--- src/rtl/lp_pkg.sv ---
// Shared types and default widths for the brute-force integer LP scan solver.
package lp_pkg;

  localparam int LP_NUM_CON = 6;
  localparam int LP_A_W     = 6;
  localparam int LP_B_W     = 12;
  localparam int LP_OBJ_W   = LP_A_W + LP_B_W + 1;

  typedef enum logic [1:0] {
    ST_IDLE = 2'd0,
    ST_LOAD = 2'd1,
    ST_SCAN = 2'd2,
    ST_DONE = 2'd3
  } state_e;

  typedef struct packed {
    logic signed [LP_A_W-1:0] a1;
    logic signed [LP_A_W-1:0] a2;
    logic signed [LP_B_W-1:0] b;
  } con_t;

endpackage

--- src/rtl/lp_con_check.sv ---
// Combinational check of one lattice point against every stored constraint, plus its objective value.
// Zero latency; no flow control of its own.
module lp_con_check
  import lp_pkg::*;
#(
  parameter int NUM_CON = LP_NUM_CON,
  parameter int A_W     = LP_A_W,
  parameter int B_W     = LP_B_W,
  parameter int OBJ_W   = A_W + B_W + 1
) (
  input  logic signed [A_W-1:0]   c1_i,
  input  logic signed [A_W-1:0]   c2_i,
  input  logic signed [B_W-1:0]   x1_i,
  input  logic signed [B_W-1:0]   x2_i,
  input  con_t [NUM_CON-1:0]      cons_i,
  output logic                    feasible_o,
  output logic signed [OBJ_W-1:0] obj_o
);

  // Operands are sign-extended to OBJ_W first, so neither product nor sum can overflow.
  function automatic logic signed [OBJ_W-1:0] dot2(
    input logic signed [A_W-1:0] p,
    input logic signed [A_W-1:0] q,
    input logic signed [B_W-1:0] u,
    input logic signed [B_W-1:0] v
  );
    logic signed [OBJ_W-1:0] pe, qe, ue, ve;
    pe = OBJ_W'(p);
    qe = OBJ_W'(q);
    ue = OBJ_W'(u);
    ve = OBJ_W'(v);
    return pe * ue + qe * ve;
  endfunction

  always_comb begin
    feasible_o = 1'b1;
    for (int i = 0; i < NUM_CON; i++) begin
      if (dot2(cons_i[i].a1, cons_i[i].a2, x1_i, x2_i) > OBJ_W'(cons_i[i].b)) begin
        feasible_o = 1'b0;
      end
    end
  end

  assign obj_o = dot2(c1_i, c2_i, x1_i, x2_i);

endmodule

--- src/rtl/lp_scan_solver.sv ---
// Loads an objective beat plus NUM_CON constraint beats, then scans the bounded box one point per cycle.
// out_valid comes box_size+2 cycles after the last beat (2 on error); in_ready is high only in IDLE.
module lp_scan_solver
  import lp_pkg::*;
#(
  parameter int NUM_CON = LP_NUM_CON,
  parameter int A_W     = LP_A_W,
  parameter int B_W     = LP_B_W,
  parameter int OBJ_W   = A_W + B_W + 1
) (
  input  logic                    clk,
  input  logic                    rst_n,
  input  logic                    in_valid,
  output logic                    in_ready,
  input  logic signed [A_W-1:0]   in_a1,
  input  logic signed [A_W-1:0]   in_a2,
  input  logic signed [B_W-1:0]   in_b,
  output logic                    out_valid,
  output logic signed [OBJ_W-1:0] out_max_value,
  output logic signed [B_W-1:0]   out_x1,
  output logic signed [B_W-1:0]   out_x2,
  output logic                    out_feasible,
  output logic                    out_err
);

  localparam int BEAT_W = $clog2(NUM_CON + 1);
  localparam logic signed [OBJ_W-1:0] OBJ_MIN = {1'b1, {(OBJ_W-1){1'b0}}};

  state_e                  state_q, state_d;
  logic [BEAT_W-1:0]       beat_q, beat_d;
  logic                    setup_q, setup_d;
  logic signed [A_W-1:0]   c1_q, c1_d, c2_q, c2_d;
  con_t [NUM_CON-1:0]      cons_q, cons_d;
  logic signed [B_W-1:0]   xmin_q, xmin_d, xmax_q, xmax_d;
  logic signed [B_W-1:0]   ymin_q, ymin_d, ymax_q, ymax_d;
  logic [3:0]              seen_q, seen_d;
  logic signed [B_W-1:0]   x1_q, x1_d, x2_q, x2_d;
  logic signed [OBJ_W-1:0] best_q, best_d;
  logic signed [B_W-1:0]   bx1_q, bx1_d, bx2_q, bx2_d;
  logic                    found_q, found_d;
  logic signed [OBJ_W-1:0] max_q, max_d;
  logic signed [B_W-1:0]   ox1_q, ox1_d, ox2_q, ox2_d;
  logic                    feas_q, feas_d, err_q, err_d;

  logic                    pt_feasible;
  logic signed [OBJ_W-1:0] pt_obj;
  logic                    upd;

  lp_con_check #(
    .NUM_CON (NUM_CON),
    .A_W     (A_W),
    .B_W     (B_W),
    .OBJ_W   (OBJ_W)
  ) u_con_check (
    .c1_i       (c1_q),
    .c2_i       (c2_q),
    .x1_i       (x1_q),
    .x2_i       (x2_q),
    .cons_i     (cons_q),
    .feasible_o (pt_feasible),
    .obj_o      (pt_obj)
  );

  // Strict compare keeps the earliest point in scan order on ties.
  assign upd = pt_feasible && (!found_q || (pt_obj > best_q));

  always_comb begin
    state_d = state_q;
    beat_d  = beat_q;
    setup_d = setup_q;
    c1_d    = c1_q;
    c2_d    = c2_q;
    cons_d  = cons_q;
    xmin_d  = xmin_q;
    xmax_d  = xmax_q;
    ymin_d  = ymin_q;
    ymax_d  = ymax_q;
    seen_d  = seen_q;
    x1_d    = x1_q;
    x2_d    = x2_q;
    best_d  = best_q;
    bx1_d   = bx1_q;
    bx2_d   = bx2_q;
    found_d = found_q;
    max_d   = max_q;
    ox1_d   = ox1_q;
    ox2_d   = ox2_q;
    feas_d  = feas_q;
    err_d   = err_q;

    case (state_q)
      ST_IDLE: begin
        if (in_valid) begin
          c1_d    = in_a1;
          c2_d    = in_a2;
          beat_d  = BEAT_W'(1);
          seen_d  = '0;
          state_d = ST_LOAD;
        end
      end
      ST_LOAD: begin
        if (in_valid) begin
          for (int i = 0; i < NUM_CON; i++) begin
            if (beat_q == BEAT_W'(i + 1)) cons_d[i] = '{a1: in_a1, a2: in_a2, b: in_b};
          end
          // Axis-bound rows define the scan box; seen_q = {ymin, ymax, xmin, xmax}.
          if (in_a2 == '0 && in_a1 == A_W'(1)) begin
            xmax_d    = in_b;
            seen_d[0] = 1'b1;
          end
          if (in_a2 == '0 && in_a1 == '1) begin
            xmin_d    = -in_b;
            seen_d[1] = 1'b1;
          end
          if (in_a1 == '0 && in_a2 == A_W'(1)) begin
            ymax_d    = in_b;
            seen_d[2] = 1'b1;
          end
          if (in_a1 == '0 && in_a2 == '1) begin
            ymin_d    = -in_b;
            seen_d[3] = 1'b1;
          end
          beat_d = beat_q + BEAT_W'(1);
          if (beat_q == BEAT_W'(NUM_CON)) begin
            state_d = ST_SCAN;
            setup_d = 1'b1;
          end
        end
      end
      ST_SCAN: begin
        if (setup_q) begin
          setup_d = 1'b0;
          found_d = 1'b0;
          best_d  = OBJ_MIN;
          if (!(&seen_q) || (xmin_q > xmax_q) || (ymin_q > ymax_q)) begin
            state_d = ST_DONE;
            max_d   = '0;
            ox1_d   = '0;
            ox2_d   = '0;
            feas_d  = 1'b0;
            err_d   = 1'b1;
          end else begin
            x1_d = xmin_q;
            x2_d = ymin_q;
          end
        end else begin
          if (upd) begin
            best_d  = pt_obj;
            bx1_d   = x1_q;
            bx2_d   = x2_q;
            found_d = 1'b1;
          end
          if (x1_q == xmax_q) begin
            x1_d = xmin_q;
            if (x2_q == ymax_q) begin
              state_d = ST_DONE;
              max_d   = found_d ? best_d : '0;
              ox1_d   = found_d ? bx1_d : '0;
              ox2_d   = found_d ? bx2_d : '0;
              feas_d  = found_d;
              err_d   = 1'b0;
            end else begin
              x2_d = x2_q + B_W'(1);
            end
          end else begin
            x1_d = x1_q + B_W'(1);
          end
        end
      end
      ST_DONE: state_d = ST_IDLE;
      default: state_d = ST_IDLE;
    endcase
  end

  always_ff @(posedge clk or negedge rst_n) begin
    if (!rst_n) begin
      state_q <= ST_IDLE;
      beat_q  <= '0;
      setup_q <= 1'b0;
      c1_q    <= '0;
      c2_q    <= '0;
      cons_q  <= '0;
      xmin_q  <= '0;
      xmax_q  <= '0;
      ymin_q  <= '0;
      ymax_q  <= '0;
      seen_q  <= '0;
      x1_q    <= '0;
      x2_q    <= '0;
      best_q  <= '0;
      bx1_q   <= '0;
      bx2_q   <= '0;
      found_q <= 1'b0;
      max_q   <= '0;
      ox1_q   <= '0;
      ox2_q   <= '0;
      feas_q  <= 1'b0;
      err_q   <= 1'b0;
    end else begin
      state_q <= state_d;
      beat_q  <= beat_d;
      setup_q <= setup_d;
      c1_q    <= c1_d;
      c2_q    <= c2_d;
      cons_q  <= cons_d;
      xmin_q  <= xmin_d;
      xmax_q  <= xmax_d;
      ymin_q  <= ymin_d;
      ymax_q  <= ymax_d;
      seen_q  <= seen_d;
      x1_q    <= x1_d;
      x2_q    <= x2_d;
      best_q  <= best_d;
      bx1_q   <= bx1_d;
      bx2_q   <= bx2_d;
      found_q <= found_d;
      max_q   <= max_d;
      ox1_q   <= ox1_d;
      ox2_q   <= ox2_d;
      feas_q  <= feas_d;
      err_q   <= err_d;
    end
  end

  assign in_ready      = (state_q == ST_IDLE);
  assign out_valid     = (state_q == ST_DONE);
  assign out_max_value = max_q;
  assign out_x1        = ox1_q;
  assign out_x2        = ox2_q;
  assign out_feasible  = feas_q;
  assign out_err       = err_q;

endmodule

--- config.mk ---
export PLATFORM = sky130hd
export DESIGN_NAME = lp_scan_solver
export DESIGN_NICKNAME = d
export VERILOG_FILES = /design/src/rtl/lp_pkg.sv /design/src/rtl/lp_con_check.sv /design/src/rtl/lp_scan_solver.sv
export SDC_FILE = /design/constraint.sdc
export NUM_CORES = 2
export LEC_CHECK = 0
export CAP_MARGIN = 20
export CORE_MARGIN = 2
export CORE_UTILIZATION = 60
export DETAILED_ROUTE_END_ITERATION = 8
export PLACE_DENSITY_LB_ADDON = 0.3
export SLEW_MARGIN = 20
export SYNTH_ARGS = -nofsm -noshare
export SYNTH_HDL_FRONTEND = slang
export SYNTH_SLANG_ARGS = --single-unit
--- constraint.sdc ---
create_clock -name clk -period 7.9 [get_ports clk]
set_input_delay 1.58 -clock clk [delete_from_list [all_inputs] [get_ports clk]]
set_output_delay 1.58 -clock clk [all_outputs]
set_load 0.01 [all_outputs]
* Word-level counts from Yosys, hierarchy flattened
Cells that the tools add are included.
** Storage, ports and cells
- Flip-flop bits (word level) :: 327
- Output and inout port bits :: 47
** Operators by class
- Reductions and logical operators :: 40
- Bitwise operators :: 1
- Add/subtract/negate cells :: 11
- Multipliers :: 14
- Magnitude comparators :: 9
- Muxes and demuxes :: 64
- Eq/ne operators :: 28
** Operators by type and width (count)
- 6-bit by 12-bit multiplier with 18-bit output :: 14
- 12-bit 2-to-1 mux :: 18
- 19-bit adder :: 7
- 19-bit 2-to-1 mux :: 7
- 19-bit by 12-bit greater-than comparator with 1-bit output :: 6
- 3-bit AND reduction :: 12
- 4-bit AND reduction :: 7
- 12-bit by 2-bit adder with 12-bit output (second input constant) :: 2
- 12-bit == test :: 2
- 12-bit greater-than comparator :: 2
- 1-bit 2-to-1 mux :: 24
- 19-bit greater-than comparator :: 1
- 2-bit inequality test (second input constant) :: 9
- 2-bit 2-to-1 mux :: 7
- 6-bit by 2-bit == test with 1-bit output (second input constant) :: 2
- 6-bit == test (second input constant) :: 2
- 6-bit logical NOT :: 2
- 12-bit negation :: 1
- 3-bit == test (second input constant) :: 3
- 3-bit inequality test (second input constant) :: 3
- 4-bit 2-to-1 mux :: 2
- 2-bit one-hot mux with 4 select lines :: 1
- 4-bit one-hot mux with 2 select lines :: 1
- 2-bit nonzero test :: 4
- other kinds (16) :: 28

* Longest topological paths before layout
- Word-level depth :: 17
- Depth in mapped cells :: 39

* Hierarchy
Synthesis repeated with hierarchy kept, for this count alone.
** Unflattened totals
- Cell total of the unflattened synthesis :: 5702
- Area total of the unflattened synthesis :: 54885.1 µm²
** Modules (own cells, without submodules)
- lp_con_check :: area an instance 39649.3 µm², cells an instance 4460, instances 1, sequential area each 0.0 µm²
- lp_scan_solver :: area an instance 15235.9 µm², cells an instance 1242, instances 1, sequential area each 8182.8 µm²

* Worst setup path after synthesis
No wires, ideal clock.
- Kind :: reg-to-reg
- From :: register x2_q[2]
- To :: register bx1_q[0]
- Period minus slack after synthesis :: 8.538 ns
- Library setup time :: 0.125 ns
- Data required time :: 7.775 ns
- Path buffers :: 3
- Path slack :: -0.638 ns
- Data arrival time :: 8.413 ns
- Cell stages (with the launch flop) :: 38
- Path through :: dfrtp_1 clkbuf_1 clkbuf_1 nand2_1 fa_1 fa_1 inv_1 fa_1 inv_1 fa_1 inv_1 fa_1 a21o_1 a21oi_1 nor2b_1 o21a_1 o311a_1 o21a_1 [2 not listed] xnor2_1 ha_1 a21o_1 nand2_1 inv_1 a311o_1 a21oi_1 xnor2_1 ha_1 and4_1 nand4_1 or4_1 a31oi_1 and2_2 nand3_4 nor3_4 buf_6 mux2_4
** On the way
- Cells in the longest elaborated chain, start to end :: 11
** Ends and longest elaborated chain
- start, declared :: line lp_scan_solver.sv:37 : logic signed [B_W-1:0] x1_q, x1_d, x2_q, x2_d;
- start signal, assigned :: line lp_scan_solver.sv:189 : x2_q <= '0;
- start signal, assigned :: line lp_scan_solver.sv:212 : x2_q <= x2_d;
- 6-bit by 12-bit multiplier with 18-bit output :: line lp_con_check.sv:32 : return pe * ue + qe * ve;
- 19-bit adder :: line lp_con_check.sv:32
- 19-bit by 12-bit greater-than comparator with 1-bit output :: line lp_con_check.sv:38 : if (dot2(cons_i[i].a1, cons_i[i].a2, x1_i, x2_i) > OBJ_W'(cons_i[i].b)) begin
- 1-bit 2-to-1 mux (6 in series) :: line lp_con_check.sv:38
- 1-bit logical AND (*) :: line lp_scan_solver.sv:65 : assign upd = pt_feasible && (!found_q || (pt_obj > best_q));
- 12-bit 2-to-1 mux (*) :: line lp_scan_solver.sv:147 : if (upd) begin
- end signal, assigned :: line lp_scan_solver.sv:191 : bx1_q <= '0;
- end signal, assigned :: line lp_scan_solver.sv:214 : bx1_q <= bx1_d;
- end, declared :: line lp_scan_solver.sv:39 : logic signed [B_W-1:0] bx1_q, bx1_d, bx2_q, bx2_d;
Mark *: on every way between the ends. The rest lies on a longest branch, timed or not.
A chain may end at the register's enable or synchronous reset.

* Final worst setup path
- From :: register x1_q[4]
- To :: register best_q[13]
** On the way
- Cells in the longest elaborated chain, start to end :: 12
** Ends and longest elaborated chain
- start, declared :: line lp_scan_solver.sv:37
- start signal, assigned :: line lp_scan_solver.sv:188 : x1_q <= '0;
- start signal, assigned :: line lp_scan_solver.sv:211 : x1_q <= x1_d;
- 6-bit by 12-bit multiplier with 18-bit output :: line lp_con_check.sv:32
- 19-bit adder :: line lp_con_check.sv:32
- 19-bit by 12-bit greater-than comparator with 1-bit output :: line lp_con_check.sv:38
- 1-bit 2-to-1 mux (6 in series) :: line lp_con_check.sv:38
- 1-bit logical AND :: line lp_scan_solver.sv:65
- 19-bit 2-to-1 mux (*) :: line lp_scan_solver.sv:147
- 19-bit 2-to-1 mux (*) :: line lp_scan_solver.sv:131 : if (setup_q) begin
- end signal, assigned :: line lp_scan_solver.sv:213 : best_q <= best_d;
- end, declared :: line lp_scan_solver.sv:38 : logic signed [OBJ_W-1:0] best_q, best_d;
Marked as above.

==> impl_summary.txt <==
----------------------------------------------------
[Outcome]
  Result of the run ... finished with violations
  Failing checks ... setup timing

[Die]
  Placeable core region ... ~93,000 µm²
  I/O Pins ... 74
  Starting density of the core ... 60.53%
  Site Rows ... 112
  Width of the die ... 310.8 µm
  Vertical die dimension ... 310.8 µm
  Die Footprint ... 96,620 µm²

[Timing]
  Final period demand of the worst path ... 8.686 ns
  Total count of hold-check failures in the final report ... 0
  Worst Max-Slew Pin Slew ... between 1 and 1.5 ns
  Worst slew margin relative to its limit ... 22.91%
  Clock tree skew after final layout ... 0.04816 ns
  Number of endpoints failing setup at the final stage ... 88
  Count of final max-slew check failures ... 0
  Setup repair after global routing missed its margin ... true
  Fmax ... 115.1 MHz
  Post-route fraction of the period consumed by the critical path ... 110.0%
  Post-route worst setup slack ... -0.7862 ns

[Logic synthesis]
  Largest cells by area after synthesis ... sky130_fd_sc_hd__fa_1, sky130_fd_sc_hd__ha_1, sky130_fd_sc_hd__dfrtp_1
  Sequential cell area fraction in the yosys report ... approximately 14%
  Async S/R FF share, synth ... 100.0%
  Fraction of synthesized cell area taken by the top area cell type ... 25.05%
  Number of flip-flops and latches in the synthesized netlist ... 327
  Post-synthesis instance total ... between 6,000 and 7,000
  Number of enable-type register cells in the synthesized netlist ... 0
  Synth Area per Inst ... ~9.3 µm²
  Cell type with the largest total area after synthesis ... sky130_fd_sc_hd__fa_1
  Cell area after technology mapping ... ~56,000 µm²
  Ys flop type ... sky130_fd_sc_hd__dfrtp_1
  Distinct cell type count after synthesis ... 84
  Number of warnings issued by yosys ... 0
  Synthesized netlist net count ... 7,577

[Critical path]
  Largest stage delay, worst path ... approximately 0.56 ns
  Data required, critical path ... 8.36 ns
  CP Data Arrival Time ... between 9 and 10 ns
  Largest fanout of any net on the critical path ... 8
  Worst setup path category ... reg2reg
  CP endpoint kind ... register
  Slowest cell on crit path ... sky130_fd_sc_hd__fa_1
  Critical Path Start Type ... register

[Clock tree]
  Total clock sinks ... approximately 330
  Clock-pin slew on the worst setup and hold paths ... 0.07 ns
  Clock insertion delay at the later pin of the skew report ... roughly 0.63 ns
  Clock Tree Buf Depth ... 3
  H-tree depth ... 2
  Num CTS Buffers ... 41
  CTS tree ... yes
  CTS Root Buffer Type ... sky130_fd_sc_hd__clkbuf_16

[Drt]
  Post-detailed-route count of antenna-violating nets ... 0
  WL/cell ... 20.80 µm
  Routed vias ... 46,900
  Routed wire length ... 166,000 µm
  Mean number of vias per cell ... 5.877
  First DRT Iteration DRCs ... a little over 4,000
  First-pass detailed-route iteration total ... 6
  Detailed-route DRC error count ... 0

[Layout]
  Final cell count without fillers ... 7,980
  Flip-flop count of the largest register after layout ... 144
  NumNets Final ... about 8,200
  Layout cell share with drive strength beyond 1 ... 17.87%
  Biggest register ... cons_q
  Synthesis-to-layout area growth ... 17.19%

[Placed design]
  Placed cell count ... 7,847
  Half-perimeter wire length after detailed placement ... 127,700 µm
  Last weighted congestion value of the routability-driven placer ... 0.9993
  IO buf count ... 73

[Global routing]
  Number of global-route vias before repair ... 48,270
  Most congested layer reported by global routing ... met2
  GR met2 Demand/Resource ... 55.31%
  Total routing resource utilization after global routing ... 33.98%
  GR Layer Usage met1 ... 42.90%
  Pin count of the biggest net entering global routing ... 136
  Wire length of the first global-routing pass ... 259,500 µm
  Overflow left after global routing ... 0
  GRT met3 Usage ... 6.958%
  Number of antenna violations at the first check in global routing ... 13

[Hold path]
  Classification of the worst-slack hold path ... reg2reg

[Run]
  Total of max-cap violations ... 0

----------------------------------------------------
==> routing by layer <==
metal  up-vias  share of wire (%)  wire, µm
li1      21140                  -         -
met1     22990                 38     63230
met2      2171                 46     76290
met3       591                9.3     15490
met4         8                6.6     10910
met5         -              0.036        59
==> through the flow <==
step           hold slack [ns]  setup WS (ns)  utilization (%)  setup TNS, ns  area [µm²]
2_1_floorplan           0.4498        -0.3679                -         -13.07       56600
3_3_place_gp            0.4597        -0.7384            68.02         -54.58       63480
3_5_place_dp            0.4647        -0.8967            68.02         -67.17       63480
4_1_cts                 0.4793        -0.7429            70.25         -55.78       65560
5_1_grt                 0.5122         -1.069            70.91         -87.69       66180
6_report                0.4765        -0.7862            70.93         -62.42       66200
==> worst max-delay path, delay by kind of cell, from the launching register on <==
family                     cells  cell delay, ns
adders and majority gates      7            2.97
AOI/OAI and AO/OA             11            2.12
and+or+nand+nor                7            1.60
buffers and inverters         10            1.13
DFF                            1            0.43
xor gates and xnor gates       2            0.23
==> synthesized netlist by cell type (25+ instances only) <==
library cell and number:
sky130_fd_sc_hd__inv_1 831, sky130_fd_sc_hd__ha_1 757, sky130_fd_sc_hd__fa_1 707, sky130_fd_sc_hd__and2_1 660, sky130_fd_sc_hd__nand2_1 406, sky130_fd_sc_hd__dfrtp_1 327
sky130_fd_sc_hd__xnor2_1 274, sky130_fd_sc_hd__nor2_1 268, sky130_fd_sc_hd__clkbuf_1 255, sky130_fd_sc_hd__a21oi_1 233, sky130_fd_sc_hd__mux2_2 192, sky130_fd_sc_hd__o21ai_0 181
sky130_fd_sc_hd__xor2_1 99, sky130_fd_sc_hd__a21o_1 83, sky130_fd_sc_hd__nand3_1 81, sky130_fd_sc_hd__nand2b_1 75, sky130_fd_sc_hd__nor3_1 75, sky130_fd_sc_hd__nor2b_1 54
sky130_fd_sc_hd__nand4_1 46, sky130_fd_sc_hd__a221o_1 40, sky130_fd_sc_hd__o21a_1 37, sky130_fd_sc_hd__a211oi_1 35, sky130_fd_sc_hd__o21bai_1 25
==> final cells by class <==
type / instances / area (µm²)
Multi-Input combinational cell: 4653 / 44770
Fill cell: 6910 / 27130
Sequential cell: 327 / 8199
Timing Repair Buffer: 828 / 7004
Inverter: 832 / 3123
Tap cell: 1254 / 1569
Clock buffer: 54 / 1176
Clock inverter: 22 / 339.1
Antenna cell: 10 / 25.02
==> worst paths after layout <==
kind | start | end | slack (ns) | cells past startpoint
max | x1_q[4] | best_q[13] | -0.79 | 37
min | out_feasible | out_feasible | 0.48 | 2
max reg2reg | x1_q[4] | best_q[13] | -0.79 | 37
min reg2reg | out_feasible | out_feasible | 0.48 | 2
max in group asynchronous | rst_n | x2_q[11] | 5.40 | 2
min in group asynchronous | rst_n | out_x1[10] | 0.96 | 1
==> logic make-up after synthesis <==
kind of cell / count (synthesis) / share of synthesized area [%]
and+or+nand+nor: 1767 / 16.42
adders and majority gates: 1464 / 41.82
buffers and inverters: 1106 / 7.402
AOI/OAI and AO/OA: 830 / 9.615
xor gates and xnor gates: 373 / 5.783
DFF: 327 / 14.49
muxes: 219 / 4.474
==> what timing repair did <==
item                                    4_1_cts  5_1_grt
buffers inserted                             19       19
gates cloned                                  3        7
endpoints found under the setup margin       88       88
pin swaps                                    29       66
resized for setup                            82       89
hold buffers                                  0        0
==> placed cells by master, fill, tap and decap left out, types with 47 or more instances in the layout <==
master / Yosys / final
sky130_fd_sc_hd__nand3_1: 81 / 81
sky130_fd_sc_hd__nor3_1: 75 / 73
sky130_fd_sc_hd__nand2_1: 406 / 404
sky130_fd_sc_hd__nor2_1: 268 / 263
sky130_fd_sc_hd__clkbuf_16: 0 / 47
sky130_fd_sc_hd__clkdlybuf4s50_1: 0 / 71
sky130_fd_sc_hd__and2_1: 660 / 655
sky130_fd_sc_hd__inv_1: 831 / 825
sky130_fd_sc_hd__a21oi_1: 233 / 214
sky130_fd_sc_hd__dfrtp_1: 327 / 314
sky130_fd_sc_hd__xor2_1: 99 / 98
sky130_fd_sc_hd__a21o_1: 83 / 83
sky130_fd_sc_hd__buf_4: 1 / 696
sky130_fd_sc_hd__nand2b_1: 75 / 75
sky130_fd_sc_hd__fa_1: 707 / 701
sky130_fd_sc_hd__o21ai_0: 181 / 153
sky130_fd_sc_hd__nor2b_1: 54 / 50
sky130_fd_sc_hd__ha_1: 757 / 754
sky130_fd_sc_hd__xnor2_1: 274 / 271
sky130_fd_sc_hd__mux2_2: 192 / 187
Power is left out: the tool's default activity adds up to more than one toggle a clock period on the data nets, which glitch-free logic cannot reach.
